`src/rtl/fetch_controller_if.sv`:
```
// Bundles the instruction-memory port and the decode-side valid/ready handshake
// of the fetch controller. The controller takes the master modport.
interface fetch_controller_if #(
    parameter int XLEN = 32
);
    logic [XLEN-1:0] imem_addr;
    logic [XLEN-1:0] imem_rdata;
    logic            if_valid;
    logic [XLEN-1:0] if_instr;
    logic [XLEN-1:0] if_pc;
    logic            id_ready;

    modport master (
        output imem_addr,
        input  imem_rdata,
        output if_valid,
        output if_instr,
        output if_pc,
        input  id_ready
    );

    modport slave (
        input  imem_addr,
        output imem_rdata,
        input  if_valid,
        input  if_instr,
        input  if_pc,
        output id_ready
    );
endinterface

```
`src/rtl/fetch_controller.sv`:
```
// Instruction fetch sequencer: owns the PC, tracks one in-flight read and buffers returns
// in a 2-entry skid FIFO for decode. Optional perf counters under `define FETCH_PERF_EN.
module fetch_controller #(
    parameter int              XLEN     = 32,
    parameter logic [XLEN-1:0] RESET_PC = '0
) (
    input  logic                clk,
    input  logic                rst_n,
    input  logic                start,
    input  logic                halt_req,
    input  logic                redirect_valid,
    input  logic [XLEN-1:0]     redirect_pc,
    fetch_controller_if.master  bus,
    output logic                busy,
    output logic [31:0]         perf_fetches,
    output logic [31:0]         perf_stalls
);
    typedef enum logic [1:0] {S_IDLE, S_RUN, S_HALT} state_e;

    localparam logic [XLEN-1:0] STEP = XLEN'(4);

    state_e          state_q;
    logic [XLEN-1:0] pc_q, pc_d;
    logic [XLEN-1:0] addr_q, addr_d;
    logic [XLEN-1:0] ipc_q, ipc_d;
    logic            infl_q, infl_d;
    logic [1:0]      cnt_q, cnt_d;
    logic [XLEN-1:0] e0_instr_q, e0_instr_d, e0_pc_q, e0_pc_d;
    logic [XLEN-1:0] e1_instr_q, e1_instr_d, e1_pc_q, e1_pc_d;

    logic            run, redir, pop, push, issue;
    logic [1:0]      cnt_pop;
    logic [XLEN-1:0] tgt;
    logic            unused_rpc_lsb;

    assign run     = (state_q == S_RUN);
    assign redir   = run & redirect_valid;
    assign pop     = bus.if_valid & bus.id_ready;
    // A redirect squashes the word returning this cycle.
    assign push    = infl_q & ~redir;
    assign cnt_pop = cnt_q - {1'b0, pop};
    assign issue   = run & ~halt_req & ~redir & ((cnt_pop + {1'b0, infl_q}) < 2'd2);
    assign tgt     = {redirect_pc[XLEN-1:2], 2'b00};
    assign unused_rpc_lsb = ^redirect_pc[1:0];

    always_comb begin
        pc_d       = pc_q;
        addr_d     = addr_q;
        ipc_d      = ipc_q;
        infl_d     = 1'b0;
        cnt_d      = cnt_pop;
        e0_instr_d = e0_instr_q;
        e0_pc_d    = e0_pc_q;
        e1_instr_d = e1_instr_q;
        e1_pc_d    = e1_pc_q;

        if (pop) begin
            e0_instr_d = e1_instr_q;
            e0_pc_d    = e1_pc_q;
        end
        if (push) begin
            if (cnt_pop == 2'd0) begin
                e0_instr_d = bus.imem_rdata;
                e0_pc_d    = ipc_q;
            end else begin
                e1_instr_d = bus.imem_rdata;
                e1_pc_d    = ipc_q;
            end
            cnt_d = cnt_pop + 2'd1;
        end

        if (redirect_valid && !run) begin
            pc_d = tgt;
        end else if (redir) begin
            cnt_d = 2'd0;
            pc_d  = tgt;
            // Halting in the same cycle parks the PC on the target without fetching it.
            if (!halt_req) begin
                addr_d = tgt;
                ipc_d  = tgt;
                pc_d   = tgt + STEP;
                infl_d = 1'b1;
            end
        end else if (issue) begin
            addr_d = pc_q;
            ipc_d  = pc_q;
            pc_d   = pc_q + STEP;
            infl_d = 1'b1;
        end
    end

    always_ff @(posedge clk or negedge rst_n) begin
        if (!rst_n) begin
            state_q <= S_IDLE;
        end else begin
            case (state_q)
                S_IDLE:  if (start) state_q <= S_RUN;
                S_RUN:   if (halt_req) state_q <= S_HALT;
                S_HALT:  if (start && !halt_req) state_q <= S_RUN;
                default: state_q <= S_IDLE;
            endcase
        end
    end

    always_ff @(posedge clk or negedge rst_n) begin
        if (!rst_n) begin
            pc_q       <= RESET_PC;
            addr_q     <= RESET_PC;
            ipc_q      <= '0;
            infl_q     <= 1'b0;
            cnt_q      <= 2'd0;
            e0_instr_q <= '0;
            e0_pc_q    <= '0;
            e1_instr_q <= '0;
            e1_pc_q    <= '0;
        end else begin
            pc_q       <= pc_d;
            addr_q     <= addr_d;
            ipc_q      <= ipc_d;
            infl_q     <= infl_d;
            cnt_q      <= cnt_d;
            e0_instr_q <= e0_instr_d;
            e0_pc_q    <= e0_pc_d;
            e1_instr_q <= e1_instr_d;
            e1_pc_q    <= e1_pc_d;
        end
    end

    assign bus.imem_addr = addr_q;
    assign bus.if_valid  = (cnt_q != 2'd0);
    assign bus.if_instr  = e0_instr_q;
    assign bus.if_pc     = e0_pc_q;
    assign busy          = run | infl_q | (cnt_q != 2'd0);

`ifdef FETCH_PERF_EN
    logic [31:0] perf_f_q, perf_s_q;

    always_ff @(posedge clk or negedge rst_n) begin
        if (!rst_n) begin
            perf_f_q <= '0;
            perf_s_q <= '0;
        end else begin
            if (infl_d) perf_f_q <= perf_f_q + 32'd1;
            if (bus.if_valid && !bus.id_ready) perf_s_q <= perf_s_q + 32'd1;
        end
    end

    assign perf_fetches = perf_f_q;
    assign perf_stalls  = perf_s_q;
`else
    assign perf_fetches = 32'h0;
    assign perf_stalls  = 32'h0;
`endif
endmodule
```
`src/flat_wrapper.sv`:
```
// flat-port wrapper written by rule: the top's interface ports become plain ports
module fetch_controller_flat 
#(
    parameter int              XLEN     = 32,
    parameter logic [XLEN-1:0] RESET_PC = '0
)
  (clk, rst_n, start, halt_req, redirect_valid, redirect_pc, busy, perf_fetches, perf_stalls, bus_imem_addr, bus_imem_rdata, bus_if_valid, bus_if_instr, bus_if_pc, bus_id_ready);
  fetch_controller_if #(.XLEN(XLEN)) bus_i ();
  input  logic clk;
  input  logic rst_n;
  input  logic start;
  input  logic halt_req;
  input  logic redirect_valid;
  input  logic [XLEN-1:0] redirect_pc;
  output logic busy;
  output logic [31:0] perf_fetches;
  output logic [31:0] perf_stalls;
  output wire logic [$bits(bus_i.imem_addr)-1:0] bus_imem_addr;
  input wire logic [$bits(bus_i.imem_rdata)-1:0] bus_imem_rdata;
  output wire logic [$bits(bus_i.if_valid)-1:0] bus_if_valid;
  output wire logic [$bits(bus_i.if_instr)-1:0] bus_if_instr;
  output wire logic [$bits(bus_i.if_pc)-1:0] bus_if_pc;
  input wire logic [$bits(bus_i.id_ready)-1:0] bus_id_ready;
  assign bus_imem_addr = bus_i.imem_addr;
  assign bus_i.imem_rdata = bus_imem_rdata;
  assign bus_if_valid = bus_i.if_valid;
  assign bus_if_instr = bus_i.if_instr;
  assign bus_if_pc = bus_i.if_pc;
  assign bus_i.id_ready = bus_id_ready;
  fetch_controller #(.XLEN(XLEN), .RESET_PC(RESET_PC)) u_core (.clk(clk), .rst_n(rst_n), .start(start), .halt_req(halt_req), .redirect_valid(redirect_valid), .redirect_pc(redirect_pc), .bus(bus_i), .busy(busy), .perf_fetches(perf_fetches), .perf_stalls(perf_stalls));
endmodule
```
`config.mk`:
```
export PLATFORM = sky130hd
export DESIGN_NAME = fetch_controller_flat
export DESIGN_NICKNAME = d
export VERILOG_FILES = /design/src/rtl/fetch_controller_if.sv /design/src/rtl/fetch_controller.sv /design/src/flat_wrapper.sv
export SDC_FILE = /design/constraint.sdc
export NUM_CORES = 1
export LEC_CHECK = 0
export CORE_ASPECT_RATIO = 0.75
export CORE_UTILIZATION = 45
export CTS_CLUSTER_DIAMETER = 60
export DETAILED_ROUTE_END_ITERATION = 6
export PLACE_DENSITY_LB_ADDON = 0.08
export SYNTH_ARGS = -nofsm -noshare
export SYNTH_HDL_FRONTEND = slang
export SYNTH_SLANG_ARGS = --single-unit
```
`constraint.sdc`:
```
create_clock -name clk -period 3.1 [get_ports clk]
set_input_delay 0.62 -clock clk [delete_from_list [all_inputs] [get_ports clk]]
set_output_delay 0.62 -clock clk [all_outputs]
set_load 0.01 [all_outputs]
```
== After elaboration in Yosys (flattened, before gate mapping) ==
Index checks and enable logic that the tools add are counted.
Word-level totals
  register bits after elaboration: 197
  bits in latches: 0
  bits in writable memories: 0
  bits in read-only memories: 0
  input bits: 70
  output and inout port bits: 162
  word-level logic and storage cells: 69
  memories: 0
Operators by class
  add/sub/neg operators: 5
  multipliers: 0
  divide/modulo/power cells: 0
  magnitude comparators: 1
  eq/ne operators: 6
  shift-type cells: 0
  multiplexer cells: 24
  bitwise gates (word level): 12
  reduce and logical (&&, ||, !) cells: 12
Operators by type and width (count)
  2-to-1 mux 32 bit: 13
  adder 32 x 3 -> 32 bit, second input constant: 2
  2-to-1 mux 2 bit: 6
  AND 1 bit: 6
  != test 2 bit, second input constant: 3
  one-hot mux 2 bit (3 select lines): 1
  AND reduction 3 bit: 2
  logical NOT 2 bit: 2
  2-to-1 mux 1 bit: 4
  inverter 1 bit: 4
  nonzero test 2 bit: 2
  nonzero test 3 bit: 1
  adder 2 x 1 -> 2 bit: 1
  adder 2 x 1 -> 2 bit, second input constant: 1
  == test 2 x 1 -> 1 bit, second input constant: 1
  == test 2 bit, second input constant: 1
  logical AND 1 bit: 2
  logical NOT 1 bit: 2
  less-than comparator 2 bit, second input constant: 1
  != test 2 x 1 -> 1 bit, second input constant: 1
  OR 1 bit: 2
  AND reduction 2 bit: 1
  subtractor 2 x 1 -> 2 bit: 1

== Logic depth before layout (Yosys ltp) ==
Gate-level depths: netlist of the first run.
  depth in word-level cells: 9
  mapped depth: 8
  depth with buffers taken out: 7

== Worst setup path before layout of the first run ==
OpenSTA, ideal clock, no wires.
  path type: input port to flip-flop
  start point: input port redirect_pc[2]
  end point: register u_core.pc_q[30]
  library setup time: 132 ps
  arrival time: 2129 ps
  required time: 2968 ps
  path slack: 839 ps
  cell stages on the path: 7
  path buffers: 1
  cells stage by stage: ha_1 > nor4bb_1 > nand4_1 > clkbuf_1 > o31a_2 > nor3_1 > a31oi_1
On the way
  longest elaborated chain between the ends: 4
Ends and longest elaborated chain
  start, declared: line flat_wrapper.sv:14  | input logic [XLEN-1:0] redirect_pc;
  adder 32 x 3 -> 32 bit: line fetch_controller.sv:81  | pc_d = tgt + STEP;
  2-to-1 mux 32 bit: line fetch_controller.sv:78  | if (!halt_req) begin
  2-to-1 mux 32 bit: line fetch_controller.sv:74  | end else if (redir) begin
  2-to-1 mux 32 bit: line fetch_controller.sv:72  | if (redirect_valid && !run) begin
  end signal, assigned: line fetch_controller.sv:117  | pc_q <= pc_d;
  end, declared: line fetch_controller.sv:23  | logic [XLEN-1:0] pc_q, pc_d;
Every way passes these cells.
A chain may end at the register's enable or synchronous reset.

== Worst setup path after layout of the first run ==
  start point: register u_core.state_q[0]
  end point: output port busy
On the way
  longest elaborated chain between the ends: 3
Ends and longest elaborated chain
  start, declared: line fetch_controller.sv:22  | state_e state_q;
  start signal, assigned: line fetch_controller.sv:94  | state_q <= S_IDLE;
  start signal, assigned: line fetch_controller.sv:97  | S_IDLE: if (start) state_q <= S_RUN;
  start signal, assigned: line fetch_controller.sv:98  | S_RUN: if (halt_req) state_q <= S_HALT;
  == test 2 x 1 -> 1 bit: line fetch_controller.sv:36  | assign run = (state_q == S_RUN);
  OR 1 bit (2 in a row): line fetch_controller.sv:133  | assign busy = run | infl_q | (cnt_q != 2'd0);
  end, declared: line flat_wrapper.sv:15  | output logic busy;
Every way passes these cells.

==> flow_metrics.tcl, run 1 <==
set metrics [dict create \
    wirelength_um 24300 \
    cp_data_required_time_ns 2.48 \
    fillers 1900 \
    layout-drive-gt1-share_pct 12.7 \
    ff2ff_setup_slack_ns 0.60 \
    max_cap_viol_count 0 \
    finalNonFillerCells 1420 \
    rsz0062_at_grt "false" \
    slew_viol_final 0 \
    powerDensity_nw_per_um2 886 \
    dp_hpwl_um 17100 \
    fmax_mhz 362 \
    avgSynthCellArea_um2 10.3 \
    grt_max_degree 82 \
    post-cts-setup-buffers 0 \
    tns_ns 0 \
    routabilityCongestion 0.844 \
    cts_sinks 193 \
    synthAdderAreaFrac_pct 0.378 \
    cts_resized 0 \
    synth_top_area_share_pct 48.7 \
    grt_pass1_wl_um 39300 \
    grt_usage_pct 22.1 \
    cp-end-kind "output port" \
    antenna_cells 0 \
    routed_via_density 5.25 \
    synth_area_leaders "dfrtp_1 49%, mux2i_1 9.6%, mux2_2 7.3%" \
    synth_async_sr_flop_share_pct 100 \
    dieArea_um2 22700 \
    cts_tree "done" \
    synthCells 959 \
    worstSetupPathType "flip-flop to output port" \
    dr_total_vias 7455 \
    synth-xor-area-share_pct 3.18 \
    ys_ff_latch 193 \
    ir_drop_mv 0.418 \
    die_w_um 173 \
    synthMuxAreaShare_pct 16.8 \
    worst_pin_slew_ns 0.883 \
    syn-cell-area_um2 9920 \
    worstPathMaxFanout 6 \
    syn2layout_area_growth_pct 25.8 \
    yosys.cell_types.count 62 \
    synth_top_family_by_area "multiplexers" \
    dp_cells 1388 \
    drt_first_pass_iters 4 \
    hold_viol_final 0 \
    clock_skew_ns 0.0146 \
    synth_area_leader_cell "dfrtp_1" \
    grt_pass1_vias 7096 \
    yosysSeqAreaShare_pct 48.7 \
    grt-ovfl-total 0 \
    ctsRootBufferMaster "clkbuf_16" \
    initial_core_util_pct 46.5 \
    nNetsFinal 1192 \
    cts_made_buffers 17 \
    cp-start-kind "flip-flop" \
    ys.flop_type "dfrtp_1" \
    cts_buffer_depth 2 \
    cp.arrival_ns 2.14 \
    dieHeight_um 131 \
    insertion_delay_ns 0.43 \
    yosys_warnings 0 \
    synth_edf_count 0 \
    hold_buffers 0 \
    clkSlewWorstSetupHoldPaths_ns 0.07 \
    io_pins 232 \
    max-slew-margin-rel_pct 40.6 \
    portBuffers 165 \
    antenna_found_initial 0 \
    drtIter0Drc 467 \
    synth-compound-area-share_pct 9.18 \
    fin_crit_ns 2.76 \
    p_leak_nw 5.69 \
    finalPower_mw 11.1 \
    wire_per_inst_um 17.1 \
    drc_errors 0 \
    setup_viol 0 \
    placementRows 46 \
    hold_class "input pin to asynchronous set/reset pin" \
    period_share_pct 89.2 \
    yosys.area_share.simple_pct 13.6 \
    core_area_um2 21400 \
    status "completed" \
    ant_nets 0 \
    h-tree-depth 4 \
]
==> critical path, cell delays in order (launching register included) <==
cell and delay, ns:
dfrtp_1 0.42, nor2b_1 0.51, or3_1 0.20, clkdlybuf4s50_1 0.60
==> Yosys cell counts (all sizes together) (7+ instances only) <==
library cell / count
mux2: 64
a31oi: 8
inv: 15
clkbuf: 29
a21oi: 76
and4: 7
xor2: 11
nand2: 65
xnor2: 25
buf: 90
mux2i: 95
nor2: 88
nor3: 16
o21ai: 50
nor4: 20
dfrtp: 193
nand3: 15
or3: 8
nand4: 21
==> cell type report <==
cell class | count | area [um^2] | area share (%)
Timing Repair Buffer | 197 | 2000 | 16.0
Tap cell | 288 | 360 | 2.89
Sequential cell | 193 | 4830 | 38.7
Clock buffer | 19 | 443 | 3.55
Multi-Input combinational cell | 694 | 4570 | 36.6
Clock inverter | 13 | 219 | 1.75
Inverter | 16 | 60.1 | 0.481
==> per-layer routing <==
layer  vias up  track usage, %  part of all wire (%)
met3        12            5.73                   6.4
met4         0            5.67                  0.79
met2       210            34.5                    45
li1       3599               -                     -
met5         -               0                     0
met1      3634            30.7                    47
==> worst paths after layout <==
path,from,endpoint,depth (start not counted)
min reg2reg,u_core.e1_pc_q[1]$_DFFE_PN0P_,u_core.e1_pc_q[1]$_DFFE_PN0P_,1
max in group asynchronous,rst_n,u_core.bus.imem_addr[16]$_DFFE_PN0P_,2
max,u_core.state_q[0]$_DFFE_PN0P_,busy,3
min,rst_n,u_core.bus.if_pc[6]$_DFF_PN0_,1
min in group clk,u_core.e1_pc_q[1]$_DFFE_PN0P_,u_core.e1_pc_q[1]$_DFFE_PN0P_,1
max reg2reg,u_core.state_q[0]$_DFFE_PN0P_,u_core.pc_q[24]$_DFFE_PN0P_,5
==> report_power, final <==
part,internal [mW],total [mW],switching (mW)
sequential,3.58,4.31,0.729
clock,1.47,2.48,1.01
combinational,2.31,4.27,1.96
total,7.36,11.1,3.70
==> cells in the final DEF, fill, tap and decap left out, types with 3 or more instances in the layout <==
cell	synthesis	final
dfrtp_1	193	193
clkdlybuf4s50_1	0	164
mux2i_1	95	95
nor2_1	88	86
a21oi_1	76	76
nand2_1	65	64
mux2_2	64	64
conb_1	1	64
o21ai_0	48	48
xnor2_1	25	25
buf_4	65	24
nand4_1	21	21
nor4_1	19	19
clkbuf_16	0	17
nor3_1	16	16
inv_1	15	15
nand3_1	15	14
xor2_1	11	11
or3_1	8	8
a31oi_1	8	8
buf_12	0	8
and4_1	5	5
bufinv_16	0	5
a21boi_0	4	4
and2_1	4	4
and3_1	4	4
or4_1	4	4
o31a_1	4	4
inv_6	0	4
a211o_1	3	3
o211ai_1	3	3
ha_1	3	3
clkinvlp_4	0	3
==> state kept, by name, summed over array words and instances, names as in the netlist <==
name and count:
u_core.e1_pc_q 31, u_core.pc_q 30, u_core.state_q 2, u_core.e1_instr_q 32, u_core.bus.imem_addr 31, u_core.bus.if_pc 32
u_core.infl_q 1, u_core.cnt_q 2, u_core.bus.if_instr 32
==> kinds of logic (layout without fill, tap and decap cells) <==
family | Yosys count | in the layout
muxes | 159 | 159
adders and majority gates | 3 | 3
and+or+nand+nor | 271 | 271
buffers and inverters | 135 | 245
AOI/OAI and AO/OA | 161 | 161
DFF | 193 | 193
other | 1 | 64
xor gates and xnor gates | 36 | 36
==> stage by stage <==
step	hold WS (ns)	utilization, %	area (um^2)	setup WS (ns)
6_report	0.165	58.5	12500	0.335
5_1_grt	0.198	58.5	12500	0.262
4_1_cts	0.197	58.5	12500	0.351
3_5_place_dp	0.492	55.4	11800	0.201
3_3_place_gp	0.486	55.4	11800	0.252
2_1_floorplan	0.324	-	10200	0.839
Power figures use the tool's default switching activity.
==> inputs of run 2 (changes only) <==
- CTS_BUF_LIST: not set -> sky130_fd_sc_hd__clkbuf_4 sky130_fd_sc_hd__clkbuf_8
- clock period: 3.1 -> 3.3 ns (I/O delays scaled with it)
==> flow_metrics.tcl, run 2 (synthesis gave the netlist of run 1 again) <==
set metrics [dict create \
    grt_usage_pct 21.3 \
    finalPower_mw 9.57 \
    hold_viol_final 0 \
    cp-start-kind "flip-flop" \
    cts_resized 0 \
    layout_commonest_cell "dfrtp_1" \
    dr_total_vias 7301 \
    ant_nets 0 \
    layout_common_cells "193 x dfrtp_1, 164 x clkdlybuf4s50_1, 95 x mux2i_1, 86 x nor2_1, 76 x a21oi_1" \
    period_share_pct 87.1 \
    fmax_mhz 348 \
    clock_skew_ns 0.0163 \
    finalNonFillerCells 1413 \
    dieHeight_um 131 \
    post-route-cell-area_um2 12200 \
    routed_via_density 5.17 \
    dpl_cell_area_um2 11800 \
    max_cap_viol_count 0 \
    powerDensity_nw_per_um2 787 \
    cp.arrival_ns 2.22 \
    cp_data_required_time_ns 2.64 \
    portBuffers 165 \
    dieArea_um2 22700 \
    wirelength_um 23600 \
    post-cts-setup-buffers 0 \
    cp_top_family "simple AND/OR/NAND/NOR gates" \
    hold_buffers 0 \
    dp_hpwl_um 16700 \
    slew_viol_final 0 \
    drtIter0Drc 477 \
    core_area_um2 21400 \
    worst_pin_slew_ns 0.783 \
    ctsRootBufferMaster "clkbuf_8" \
    antenna_cells 0 \
    status "completed" \
    ir_drop_mv 0.395 \
    grt_pass1_wl_um 37900 \
    tns_ns 0 \
    initial_core_util_pct 46.5 \
    worstPathCellList "nor2b_1 -> or3_1 -> clkdlybuf4s50_1" \
    insertion_delay_ns 0.46 \
    setup_viol 0 \
    layout-drive-gt1-share_pct 12.3 \
    cp-end-kind "output port" \
    cts_sinks 193 \
    worstSetupPathType "flip-flop to output port" \
    h-tree-depth 4 \
    grt_pass1_vias 6821 \
    timing.critical_path.buf_inv 1 \
    p_leak_nw 5.54 \
    cp_slowest_cell "clkdlybuf4s50_1" \
    wire_per_inst_um 16.7 \
    grt-ovfl-total 0 \
    holdWs_ns 0.215 \
    rsz0062_at_grt "false" \
    die_w_um 173 \
    dp_cells 1382 \
    fin_crit_ns 2.88 \
    routabilityCongestion 0.831 \
    drt_first_pass_iters 5 \
    worstPathMaxFanout 6 \
    hold_class "input pin to asynchronous set/reset pin" \
    clkSlewWorstSetupHoldPaths_ns 0.11 \
    drc_errors 0 \
    max-slew-margin-rel_pct 47.4 \
    cts_tree "done" \
    placementRows 46 \
    nNetsFinal 1186 \
    grt_max_degree 72 \
    crit_path_max_incr_delay_ns 0.59 \
    cts_buffer_depth 2 \
    cts_made_buffers 17 \
    io_pins 232 \
    antenna_found_initial 0 \
    syn2layout_area_growth_pct 22.6 \
]
-- run 2: cell types whose count changed in the layout (fill, tap and decap cells not counted), sizes merged --
cell	change
clkinvlp	-1
buf	-6
clkbuf	-1
clkinv	+5
bufinv	-4
-- run 2: path summary, 6_finish.rpt --
kind	start	endpoint	slack [ns]	depth (start not counted)
worst min-delay path	rst_n	u_core.e1_pc_q[8]$_DFFE_PN0P_	0.22	1
min in group clk	u_core.e1_pc_q[9]$_DFFE_PN0P_	u_core.e1_pc_q[9]$_DFFE_PN0P_	0.51	1
worst max-delay path	u_core.state_q[1]$_DFFE_PN0P_	busy	0.42	3
max in group asynchronous	rst_n	u_core.bus.if_pc[13]$_DFF_PN0_	2.32	2
worst max register to register	u_core.state_q[1]$_DFFE_PN0P_	u_core.pc_q[24]$_DFFE_PN0P_	0.67	5
worst min register to register	u_core.e1_pc_q[9]$_DFFE_PN0P_	u_core.e1_pc_q[9]$_DFFE_PN0P_	0.51	1
-- run 2: area by class of cell --
| type | instances | area [um^2] |
|---|---|---|
| timing repair buffer | 191 | 1950 |
| inverter | 16 | 60.1 |
| clock buffer | 18 | 248 |
| multi-input combinational | 694 | 4570 |
| tap | 288 | 360 |
| sequential | 193 | 4830 |
| clock inverter | 13 | 148 |
| fill | 1859 | 9180 |
-- run 2: per-layer routing --
layer	up-vias	part of all wire, %	track usage (%)
met3	13	6.7	5.03
met5	-	0	0
met1	3503	47	30.4
li1	3569	-	-
met4	0	0.81	5.26
met2	216	45	32.8
-- run 2: stage by stage --
step / setup WS (ns) / utilization [%]
after global routing: 0.317 / 57.0
after detailed placement: 0.310 / 55.1
after global placement: 0.334 / 55.1
final: 0.424 / 57.0
after floorplan: 0.999 / -
after CTS: 0.414 / 57.0
-- run 2: worst reg2reg max path: stages (launching register included) --
cell and delay, ns:
dfrtp_1 0.45, nor2b_1 0.53, nand2b_4 0.28, nor4_2 0.78
a311oi_1 0.20, a211o_1 0.30
-- run 2: report_power, final --
| part | switching [mW] | leakage [nW] | internal [mW] |
|---|---|---|---|
| logic | 1.83 | 2.94 | 2.15 |
| clock network | 0.915 | 0.194 | 0.645 |
| registers | 0.677 | 2.40 | 3.35 |
| total | 3.42 | 5.54 | 6.15 |
